File: src/rtl/reset_controller_pkg.sv
// Shared definitions for the reset sequencer: state encodings, state width and
// a helper that sizes counters from their terminal count.
package reset_controller_pkg;

    localparam int STATE_W = 2;

    typedef enum logic [STATE_W-1:0] {
        RST_ST_RST       = 2'd0,
        RST_ST_WAIT_LOCK = 2'd1,
        RST_ST_HOLD      = 2'd2,
        RST_ST_RUN       = 2'd3
    } rst_state_t;

    // Bits needed to hold values 0..n-1; never less than one bit.
    function automatic int cnt_width(input int unsigned n);
        if (n <= 1)
            return 1;
        return $clog2(n);
    endfunction

endpackage

File: src/rtl/reset_controller_btn_debounce.sv
// Push-button conditioning: 2-flop synchronizer, debounce (built only when
// RESET_BTN_DEBOUNCE_EN is defined) and a single-cycle press pulse.
module btn_debounce
    import reset_controller_pkg::*;
#(
    parameter int unsigned DEBOUNCE_CYCLES = 1000
) (
    input  logic clk,
    input  logic reset,
    input  logic rst_btn,
    output logic btn_db,
    output logic press
);

    logic btn_meta;
    logic btn_s;
    logic btn_db_q;
    logic btn_db_prev;

    always_ff @(posedge clk or posedge reset) begin
        if (reset) begin
            btn_meta <= 1'b0;
            btn_s    <= 1'b0;
        end else begin
            btn_meta <= rst_btn;
            btn_s    <= btn_meta;
        end
    end

`ifdef RESET_BTN_DEBOUNCE_EN
    localparam int CNT_W = cnt_width(DEBOUNCE_CYCLES);
    localparam logic [CNT_W-1:0] CNT_LAST = CNT_W'(DEBOUNCE_CYCLES - 1);

    logic [CNT_W-1:0] btn_cnt;

    // A new level is accepted only after DEBOUNCE_CYCLES consecutive differing samples.
    always_ff @(posedge clk or posedge reset) begin
        if (reset) begin
            btn_cnt  <= '0;
            btn_db_q <= 1'b0;
        end else if (btn_s == btn_db_q) begin
            btn_cnt  <= '0;
        end else if (btn_cnt == CNT_LAST) begin
            btn_cnt  <= '0;
            btn_db_q <= btn_s;
        end else begin
            btn_cnt  <= btn_cnt + 1'b1;
        end
    end
`else
    localparam int unsigned debounce_cycles_unused = DEBOUNCE_CYCLES;

    always_ff @(posedge clk or posedge reset) begin
        if (reset)
            btn_db_q <= 1'b0;
        else
            btn_db_q <= btn_s;
    end
`endif

    always_ff @(posedge clk or posedge reset) begin
        if (reset)
            btn_db_prev <= 1'b0;
        else
            btn_db_prev <= btn_db_q;
    end

    assign btn_db = btn_db_q;
    assign press  = btn_db_q & ~btn_db_prev;

endmodule

File: src/rtl/reset_controller.sv
// System reset sequencer: waits for clock lock, holds reset for HOLD_CYCLES,
// re-enters reset on lock loss or button press. Option: RESET_BTN_DEBOUNCE_EN.
module reset_controller
    import reset_controller_pkg::*;
#(
    parameter int unsigned HOLD_CYCLES     = 16,
    parameter int unsigned DEBOUNCE_CYCLES = 1000
) (
    input  logic               clk,
    input  logic               reset,
    input  logic               locked,
    input  logic               rst_btn,
    output logic               sys_reset,
    output logic               sys_reset_,
    output logic               ready,
    output logic [STATE_W-1:0] state
);

    localparam int HOLD_W = cnt_width(HOLD_CYCLES);
    localparam logic [HOLD_W-1:0] HOLD_LAST = HOLD_W'(HOLD_CYCLES - 1);

    logic lock_meta;
    logic lock_s;
    logic press;
    logic btn_db_unused;

    rst_state_t        state_q;
    rst_state_t        state_d;
    logic [HOLD_W-1:0] hold_cnt;
    logic [HOLD_W-1:0] hold_cnt_d;
    logic              sys_reset_q;
    logic              sys_reset_n_q;

    always_ff @(posedge clk or posedge reset) begin
        if (reset) begin
            lock_meta <= 1'b0;
            lock_s    <= 1'b0;
        end else begin
            lock_meta <= locked;
            lock_s    <= lock_meta;
        end
    end

    btn_debounce #(
        .DEBOUNCE_CYCLES(DEBOUNCE_CYCLES)
    ) u_btn (
        .clk    (clk),
        .reset  (reset),
        .rst_btn(rst_btn),
        .btn_db (btn_db_unused),
        .press  (press)
    );

    // Lock loss outranks a press, which outranks hold-counter expiry.
    always_comb begin
        state_d    = state_q;
        hold_cnt_d = hold_cnt;
        unique case (state_q)
            RST_ST_RST: begin
                state_d    = RST_ST_WAIT_LOCK;
                hold_cnt_d = '0;
            end
            RST_ST_WAIT_LOCK: begin
                if (lock_s) begin
                    state_d    = RST_ST_HOLD;
                    hold_cnt_d = '0;
                end
            end
            RST_ST_HOLD: begin
                if (!lock_s) begin
                    state_d    = RST_ST_WAIT_LOCK;
                    hold_cnt_d = '0;
                end else if (press) begin
                    hold_cnt_d = '0;
                end else if (hold_cnt == HOLD_LAST) begin
                    state_d    = RST_ST_RUN;
                    hold_cnt_d = '0;
                end else begin
                    hold_cnt_d = hold_cnt + 1'b1;
                end
            end
            RST_ST_RUN: begin
                if (!lock_s) begin
                    state_d = RST_ST_WAIT_LOCK;
                end else if (press) begin
                    state_d    = RST_ST_HOLD;
                    hold_cnt_d = '0;
                end
            end
            default: begin
                state_d    = RST_ST_RST;
                hold_cnt_d = '0;
            end
        endcase
    end

    // Reset outputs are decoded from the next state so they line up with state_q.
    always_ff @(posedge clk or posedge reset) begin
        if (reset) begin
            state_q       <= RST_ST_RST;
            hold_cnt      <= '0;
            sys_reset_q   <= 1'b1;
            sys_reset_n_q <= 1'b0;
        end else begin
            state_q       <= state_d;
            hold_cnt      <= hold_cnt_d;
            sys_reset_q   <= (state_d != RST_ST_RUN);
            sys_reset_n_q <= (state_d == RST_ST_RUN);
        end
    end

    assign sys_reset  = sys_reset_q;
    assign sys_reset_ = sys_reset_n_q;
    assign ready      = (state_q == RST_ST_RUN);
    assign state      = state_q;

endmodule

File: config.mk
export PLATFORM = sky130hd
export DESIGN_NAME = reset_controller
export DESIGN_NICKNAME = d
export VERILOG_FILES = /design/src/rtl/reset_controller_pkg.sv /design/src/rtl/reset_controller_btn_debounce.sv /design/src/rtl/reset_controller.sv
export SDC_FILE = /design/constraint.sdc
export NUM_CORES = 1
export LEC_CHECK = 0
export CAP_MARGIN = 20
export CORE_AREA = 2 2 39 41
export DETAILED_ROUTE_END_ITERATION = 7
export DIE_AREA = 0 0 41 43
export MAX_ROUTING_LAYER = met4
export PLACE_DENSITY_LB_ADDON = 0.25
export SYNTH_ARGS = -nofsm -noshare
export SYNTH_HDL_FRONTEND = slang
export SYNTH_SLANG_ARGS = --single-unit
export TNS_END_PERCENT = 30
File: constraint.sdc
create_clock -name clk -period 1.25 [get_ports clk]
set_input_delay 0.3125 -clock clk [delete_from_list [all_inputs] [get_ports clk]]
set_output_delay 0.3125 -clock clk [all_outputs]
set_load 0.005 [all_outputs]
## After elaboration in Yosys (flattened, before gate mapping)

Cells that the tools add are included.

| operators by class | value |
|---|---|
| shift-type cells | 0 |
| mux-type cells | 14 |
| equality and inequality tests | 9 |
| div/mod/pow operators | 0 |
| bitwise operators | 2 |
| multiply operators | 0 |
| reductions and logical operators | 2 |
| $lt $le $gt $ge | 0 |
| add/sub/neg operators | 1 |

Operators with widths:

| kind | count |
|---|---|
| 4-bit 2-to-1 mux | 6 |
| 4-bit case mux with 4 select lines | 1 |
| 2-bit 2-to-1 mux | 6 |
| 2-bit case mux with 4 select lines | 1 |
| 2-bit equality test (second input constant) | 3 |
| 4-bit by 1-bit adder with 4-bit output (second input constant) | 1 |
| 4-bit equality test (second input constant) | 1 |
| 2-bit by 1-bit != test with 1-bit output (second input constant) | 2 |
| 2-bit != test (second input constant) | 2 |
| 3-bit AND reduction | 1 |
| 2-bit by 1-bit equality test with 1-bit output (second input constant) | 1 |
| 2-bit zero test | 1 |
| 1-bit bitwise AND | 1 |
| 1-bit NOT | 1 |

| word-level totals | value |
|---|---|
| memories | 0 |
| word-level logic and storage cells | 38 |
| memory bits (writable) | 0 |
| flip-flop bits (word level) | 14 |
| memory bits (read-only) | 0 |
| input bits | 4 |
| output and inout bits | 5 |
| bits in latches | 0 |

## Longest topological paths before layout

Gate-level depths: netlist of run 1.

| logic depth | value |
|---|---|
| word-level depth | 6 |
| gate-level depth with buffers | 5 |
| gate-level depth less buffers | 5 |

## Modules after synthesis

From an unflattened synthesis of run 1, not the netlist that was laid out.

| unflattened totals | value |
|---|---|
| cells, all modules | 46 |
| area, all modules | 555.5 um^2 |

By module, submodules not included:

| module | times used | sequential area each (um^2) | area each (um^2) | cells each |
|---|---|---|---|---|
| reset_controller | 1 | 251.5 | 437.9 | 40 |
| btn_debounce | 1 | 100.1 | 117.6 | 6 |

## Worst setup path before layout of run 1

Ideal clock, no wire load.

| timing | value |
|---|---|
| path kind | register -> register |
| from | register hold_cnt[0] |
| to | register state_q[0], in the netlist state[0] |
| period minus slack after synthesis | 1.148 ns |
| buffers on the path | 0 |
| required time | 1.128 ns |
| path slack | 0.102 ns |
| arrival time | 1.026 ns |
| setup time | 0.122 ns |
| stages on the path, launching flop included | 5 |
| cell sequence | dfrtp_1 -> ha_1 -> and3_1 -> o211ai_2 -> nand2_1 |

| on the way | value |
|---|---|
| cells in the longest elaborated chain, start to end | 5 |

Ends and longest elaborated chain:

| item | RTL line | source |
|---|---|---|
| start: declaration | reset_controller.sv:29 | `logic [HOLD_W-1:0] hold_cnt;` |
| start signal: assignment | reset_controller.sv:106 | `hold_cnt <= hold_cnt_d;` |
| 4-bit equality test | reset_controller.sv:75 | `end else if (hold_cnt == HOLD_LAST) begin` |
| 2-bit 2-to-1 mux | reset_controller.sv:75 |  |
| 2-bit 2-to-1 mux | reset_controller.sv:73 | `end else if (press) begin` |
| 2-bit 2-to-1 mux | reset_controller.sv:70 | `if (!lock_s) begin` |
| 2-bit case mux with 4 select lines | reset_controller.sv:58 | `unique case (state_q)` |
| net state_d[0] | reset_controller.sv:28 | `rst_state_t state_d;` |
| end signal: assignment | reset_controller.sv:105 | `state_q <= state_d;` |
| end: declaration | reset_controller.sv:27 | `rst_state_t state_q;` |

The timed path passes the listed nets, and every way through them passes these cells.
A chain may end at the register's enable or synchronous reset.

## Final worst setup path of run 1

| timing | value |
|---|---|
| from | register state_q[0], in the netlist state[0] |
| to | output state[0] |

RTL lines:

| item | RTL line | source |
|---|---|---|
| end: declaration | reset_controller.sv:16 | `output logic [STATE_W-1:0] state` |

No word-level cell between the ends.

==> results of run 1 <==
## report_power, final
| group | switching, uW | internal (uW) | leakage (uW) |
|---|---|---|---|
| registers | 12.0 | 476 | 0.000172 |
| logic | 54.3 | 57.6 | 0.000163 |
| clock network | 138 | 177 | 0.0000210 |
| total | 204 | 710 | 0.000357 |
## synthesized netlist by cell type, drive strengths merged
| cell | number |
|---|---|
| o22ai | 1 |
| and2 | 1 |
| a21oi | 1 |
| a31o | 1 |
| o211ai | 1 |
| dfrtp | 13 |
| o21ai | 1 |
| nor2 | 4 |
| and3 | 1 |
| nand3 | 2 |
| ha | 1 |
| dfstp | 1 |
| inv | 5 |
| a22o | 3 |
| a32o | 1 |
| a21o | 1 |
| nand2b | 1 |
| nand2 | 1 |
| nor2b | 1 |
## routing by layer
layer,share of wire (%),up-vias
met5,0,-
met4,2.1,0
met3,1.8,2
met2,54,2
met1,42,179
li1,-,177
## metrics by stage
step	setup TNS [ns]	hold slack [ns]	total power (uW)	utilization [%]
floorplan	0	0.201	548	-
global placement	-0.0570	0.333	607	49.2
detailed placement	-0.0701	0.336	610	49.2
CTS	-0.0893	0.321	926	51.8
global route	-0.0791	0.364	970	52.2
finish	0	0.320	915	52.2
## sequential cells by signal, summed over array words and instances (netlist names)
name and flops:
u_btn.btn_db 1, lock_s 1, u_btn.btn_db_prev 1, hold_cnt 4
lock_meta 1, sys_reset 1, state 2, u_btn.btn_s 1
u_btn.btn_meta 1, sys_reset_ 1
## worst min-delay path: stages
cell	delay (ns)
clkdlybuf4s50_1	0.39
inv_1	0.05
buf_4	0.20
## path summary, 6_finish.rpt
| path | start | endpoint |
|---|---|---|
| hold / removal | reset | hold_cnt[2] |
| setup / recovery | state[0] | state[0] |
| min in group clk | u_btn.btn_s | u_btn.btn_db |
| hold reg to reg | u_btn.btn_s | u_btn.btn_db |
| setup reg to reg | hold_cnt[0] | state[0] |
| max in group asynchronous | reset | sys_reset |
## timing repair
action,CTS,global route
setup buffers,1,0
pin swaps,0,2
gates resized for setup,10,5
endpoints found under the setup margin,5,7
## layout make-up
| type | count | area (sq um) | area share [%] |
|---|---|---|---|
| Sequential cell | 14 | 352 | 48.7 |
| Multi-Input combinational cell | 22 | 190 | 26.3 |
| Inverter | 5 | 18.8 | 2.60 |
| Tap cell | 16 | 20.0 | 2.77 |
| Clock buffer | 4 | 36.3 | 5.03 |
| Timing Repair Buffer | 13 | 105 | 14.6 |
## cell families (layout without fill, tap and decap cells)
kind of cell	count (synthesis)	in the layout	synth area share, %
flip-flops	14	14	64.7
AND/OR/NAND/NOR	11	11	13.6
buffers and inverters	5	22	3.46
AO/OA/AOI/OAI	10	10	15.9
adder cells (fa/ha/maj)	1	1	2.30
==> results.sh, run 1 <==
export IMPL_cp_num_buf_inv=1
export IMPL_wl_per_cell_um=11.5
export IMPL_overflow=0
export IMPL_start_kind="register"
export IMPL_via_count=360
export IMPL_synth_top_area_share_pct=59.9
export IMPL_root_buffer="clkbuf_4"
export IMPL_worst_r2r_path_depth=4
export IMPL_report_final_slew_viol_count=0
export IMPL_final_cell_mix="dfrtp_1, inv_1, buf_4, clkbuf_4, clkdlybuf4s50_1"
export IMPL_diodes=0
export IMPL_rsz0062_at_grt="true"
export IMPL_dpl_cell_area_sq_um=681
export IMPL_hpwl_um=647
export IMPL_chipHeight_um=43
export IMPL_path_class="reg -> out"
export IMPL_gp_congestion=0.711
export IMPL_synth_top_area_cell="dfrtp_1"
export IMPL_finalSetupViolCount=0
export IMPL_fin_crit_sh_pct=99.5
export IMPL_via_per_inst=4.86
export IMPL_core_area_sq_mm=0.00138
export IMPL_yosysUniqueCellTypes=22
export IMPL_cpPeakStageDelay_ns=0.40
export IMPL_synth_warnings=0
export IMPL_cp_required_ns=0.94
export IMPL_final_hold_viol_count=0
export IMPL_fmax_ghz=0.804
export IMPL_dp_slack_ns=-0.0390
export IMPL_row_count=14
export IMPL_dp_cells=70
export IMPL_grt_pass1_wl_mm=1.74
export IMPL_cp_slowest_cell="dfrtp_1"
export IMPL_syn_area_per_cell_sq_um=13.2
export IMPL_gr_max_usage_layer="met2"
export IMPL_grt_use_total_pct=16.5
export IMPL_antenna_left=0
export IMPL_clock_skew_ns=0.00537
export IMPL_peakVddDrop_uv=764
export IMPL_relSlewSlack_pct=80.0
export IMPL_die_x_um=41
export IMPL_syn_nets=46
export IMPL_cp_num_cells=1
export IMPL_crit_family="flip-flops"
export IMPL_met2_usage_pct=23.8
export IMPL_syn2layout_area_growth_pct=32.9
export IMPL_cts_max_level=1
export IMPL_power_density_mw_per_mm2=1270
export IMPL_period_minus_slack_ns=1.24
export IMPL_portBuffers=8
export IMPL_fin_cells=74
export IMPL_worst_slew_pin_slew_ns=0.296
export IMPL_drt_wl_total_um=850
export IMPL_drcViolationCount=0
export IMPL_arrival_ns=0.93
export IMPL_ys_seq_area_share_pct=64.7
export IMPL_synth_area_sq_um=543
export IMPL_crit_chain="dlygate4sd2_1"
export IMPL_cts_tree="yes"
export IMPL_ctsHoldBuffers=0
export IMPL_clk_path_buf_depth=2
export IMPL_ios=9
export IMPL_hp_class="in -> async"
export IMPL_start_util_pct=39.2
export IMPL_grt_pass1_vias=409
export IMPL_reg2reg_setup_slack_ns=0.09
export IMPL_grt_use_met1_pct=16.4
export IMPL_synth_area_leaders="dfrtp_1, dfstp_2, inv_1, nor2_2, a22o_1"
export IMPL_crit_fanout=3
export IMPL_nets=64
export IMPL_clock_sinks=14
export IMPL_dr_pass1_iters=4
export IMPL_maxCapViolCount=0
export IMPL_nFillCells=129
export IMPL_use_met3_pct=6.28
export IMPL_grt_max_degree=15
export IMPL_ys_ff_latch=14
export IMPL_drt_iter0_drc=5
export IMPL_drive_gt1_share_pct=39.7
export IMPL_worst_slack_ns=0.00606
export IMPL_antenna_found_initial=0
export IMPL_clk_latency_ns=0.27
export IMPL_final_common_cell="dfrtp_1"
export IMPL_cellLeakagePower_uw=0.000357
export IMPL_cts_buffers=3
export IMPL_synth_cells=41
export IMPL_stdcell_area_sq_um=722
export IMPL_dieArea_sq_mm=0.00176
export IMPL_critPathCaptureType="output pin"
export IMPL_status="complete, no violations"
export IMPL_clkTransAtPathRegs_ns=0.08
No activity file was read; power rests on OpenSTA's default activity.
==> run 2: changes to the inputs <==
--- a/config.mk
+++ b/config.mk
@@ -7,6 +7,7 @@
 export LEC_CHECK = 0
 export CAP_MARGIN = 20
 export CORE_AREA = 2 2 39 41
+export CTS_BUF_LIST = sky130_fd_sc_hd__clkbuf_4 sky130_fd_sc_hd__clkbuf_8
 export DETAILED_ROUTE_END_ITERATION = 7
 export DIE_AREA = 0 0 41 43
 export MAX_ROUTING_LAYER = met4
==> constraint.sdc (replaced) <==
create_clock -name clk -period 1.3 [get_ports clk]
set_input_delay 0.325 -clock clk [delete_from_list [all_inputs] [get_ports clk]]
set_output_delay 0.325 -clock clk [all_outputs]
set_load 0.005 [all_outputs]
==> results.sh, run 2 (same netlist as run 1, synthesis figures left out) <==
export IMPL_root_buffer="clkbuf_4"
export IMPL_p_int_uw=648
export IMPL_grt_pass1_vias=331
export IMPL_clock_sinks=14
export IMPL_power_share_sequential_pct=56.6
export IMPL_power_density_mw_per_mm2=1190
export IMPL_grt_max_degree=15
export IMPL_cpPeakStageDelay_ns=0.39
export IMPL_dr_pass1_iters=4
export IMPL_overflow=0
export IMPL_crit_family="flip-flops"
export IMPL_fin_crit_sh_pct=96.0
export IMPL_crit_chain="dlygate4sd2_1"
export IMPL_relSlewSlack_pct=80.9
export IMPL_maxCapViolCount=0
export IMPL_drt_iter0_drc=4
export IMPL_core_area_sq_mm=0.00138
export IMPL_setup_tns_ns=0
export IMPL_fin_util_pct=50.0
export IMPL_dp_cells=69
export IMPL_reg2reg_to="sys_reset_"
export IMPL_clk_path_buf_depth=2
export IMPL_portBuffers=8
export IMPL_die_x_um=41
export IMPL_hp_class="in -> async"
export IMPL_swShare_pct=21.7
export IMPL_status="complete, no violations"
export IMPL_worst_slew_pin_slew_ns=0.283
export IMPL_period_minus_slack_ns=1.25
export IMPL_fmax_ghz=0.801
export IMPL_worst_r2r_path_depth=4
export IMPL_chipHeight_um=43
export IMPL_fin_cells=73
export IMPL_dieArea_sq_mm=0.00176
export IMPL_cts_tree="yes"
export IMPL_start_util_pct=39.2
export IMPL_cellLeakagePower_uw=0.000351
export IMPL_cts_buffers=3
export IMPL_crit_path_start="state[1]"
export IMPL_antenna_found_initial=0
export IMPL_cp_num_cells=1
export IMPL_ctsHoldBuffers=0
export IMPL_diodes=0
export IMPL_critPathCaptureType="output pin"
export IMPL_via_per_inst=4.70
export IMPL_rsz0062_at_grt="false"
export IMPL_cts_setup_buffers=0
export IMPL_clkTransAtPathRegs_ns=0.08
export IMPL_final_cell_mix="dfrtp_1, inv_1, clkbuf_4, buf_4"
export IMPL_reg2reg_setup_slack_ns=0.09
export IMPL_drcViolationCount=0
export IMPL_arrival_ns=0.92
export IMPL_via_count=343
export IMPL_wl_per_cell_um=10.5
export IMPL_gp_congestion=0.705
export IMPL_largest_reg_flops=4
export IMPL_cp_num_buf_inv=1
export IMPL_pwr_share_comb_pct=11.9
export IMPL_final_common_cell="dfrtp_1"
export IMPL_nets=63
export IMPL_final_hold_viol_count=0
export IMPL_cp_required_ns=0.98
export IMPL_drive_gt1_share_pct=36.8
export IMPL_peakVddDrop_uv=659
export IMPL_syn2layout_area_growth_pct=27.4
export IMPL_clock_skew_ns=0.00518
export IMPL_hpwl_um=606
export IMPL_grt_use_total_pct=11.8
export IMPL_nFillCells=133
export IMPL_regMostFlops="hold_cnt"
export IMPL_crit_fanout=3
export IMPL_path_class="reg -> out"
export IMPL_r2r_start="hold_cnt[1]"
export IMPL_cp_slowest_cell="dfrtp_1"
export IMPL_grt_pass1_wl_mm=1.37
export IMPL_clk_latency_ns=0.26
export IMPL_ios=9
export IMPL_row_count=14
export IMPL_pwr_share_clk_pct=31.5
export IMPL_crit_path_end="state[1]"
export IMPL_finalSetupViolCount=0
export IMPL_holdWs_ns=0.342
export IMPL_worst_slack_ns=0.0514
export IMPL_drt_wl_total_um=763
export IMPL_report_final_slew_viol_count=0
export IMPL_dp_slack_ns=-0.00347
export IMPL_antenna_left=0
export IMPL_cts_max_level=1
export IMPL_start_kind="register"
export IMPL_switchingPower_uw=179
## run 2: what timing repair did
item | in CTS | in global routing
resized for setup | 9 | 2
endpoints found under the setup margin | 5 | 1
gates cloned | 0 | 0
## run 2: how the worst min path moves through the flow
stage	from	endpoint	cells past startpoint
2_1_floorplan	reset	hold_cnt[0]	1
3_3_place_gp	u_btn.btn_s	u_btn.btn_db	0
3_5_place_dp	u_btn.btn_s	u_btn.btn_db	0
4_1_cts	reset	u_btn.btn_s	3
5_1_grt	lock_meta	lock_s	0
6_report	reset	u_btn.btn_s	3
## run 2: layout make-up
cell class                      instances  area (sq um)  share of cell area, %
Clock buffer                            4          30.0                   4.34
Inverter                                5          18.8                   2.71
Multi-Input combinational cell         22           175                   25.3
Sequential cell                        14           352                   50.8
Tap cell                               16          20.0                   2.89
Timing Repair Buffer                   12          96.3                   13.9
## run 2: per-layer routing
layer  part of all wire (%)  global-route usage, %  wire (um)
met1                     47                   15.3        360
met5                      0                      -          0
met3                    2.4                   4.71         18
met2                     50                   17.5        384
met4                      0                   2.00          0
## run 2: power groups by stage
stage,registers [uW],logic [uW],clock network (uW)
floorplan,483,43.3,0
global placement,477,106,0
detailed placement,477,107,0
CTS,468,99.3,273
global route,471,110,290
finish,468,98.4,260
## run 2: stage by stage
step / instance area, sq um / power (uW)
global route: 692 / 870
detailed placement: 673 / 585
global placement: 673 / 583
floorplan: 543 / 527
finish: 692 / 827
CTS: 694 / 841
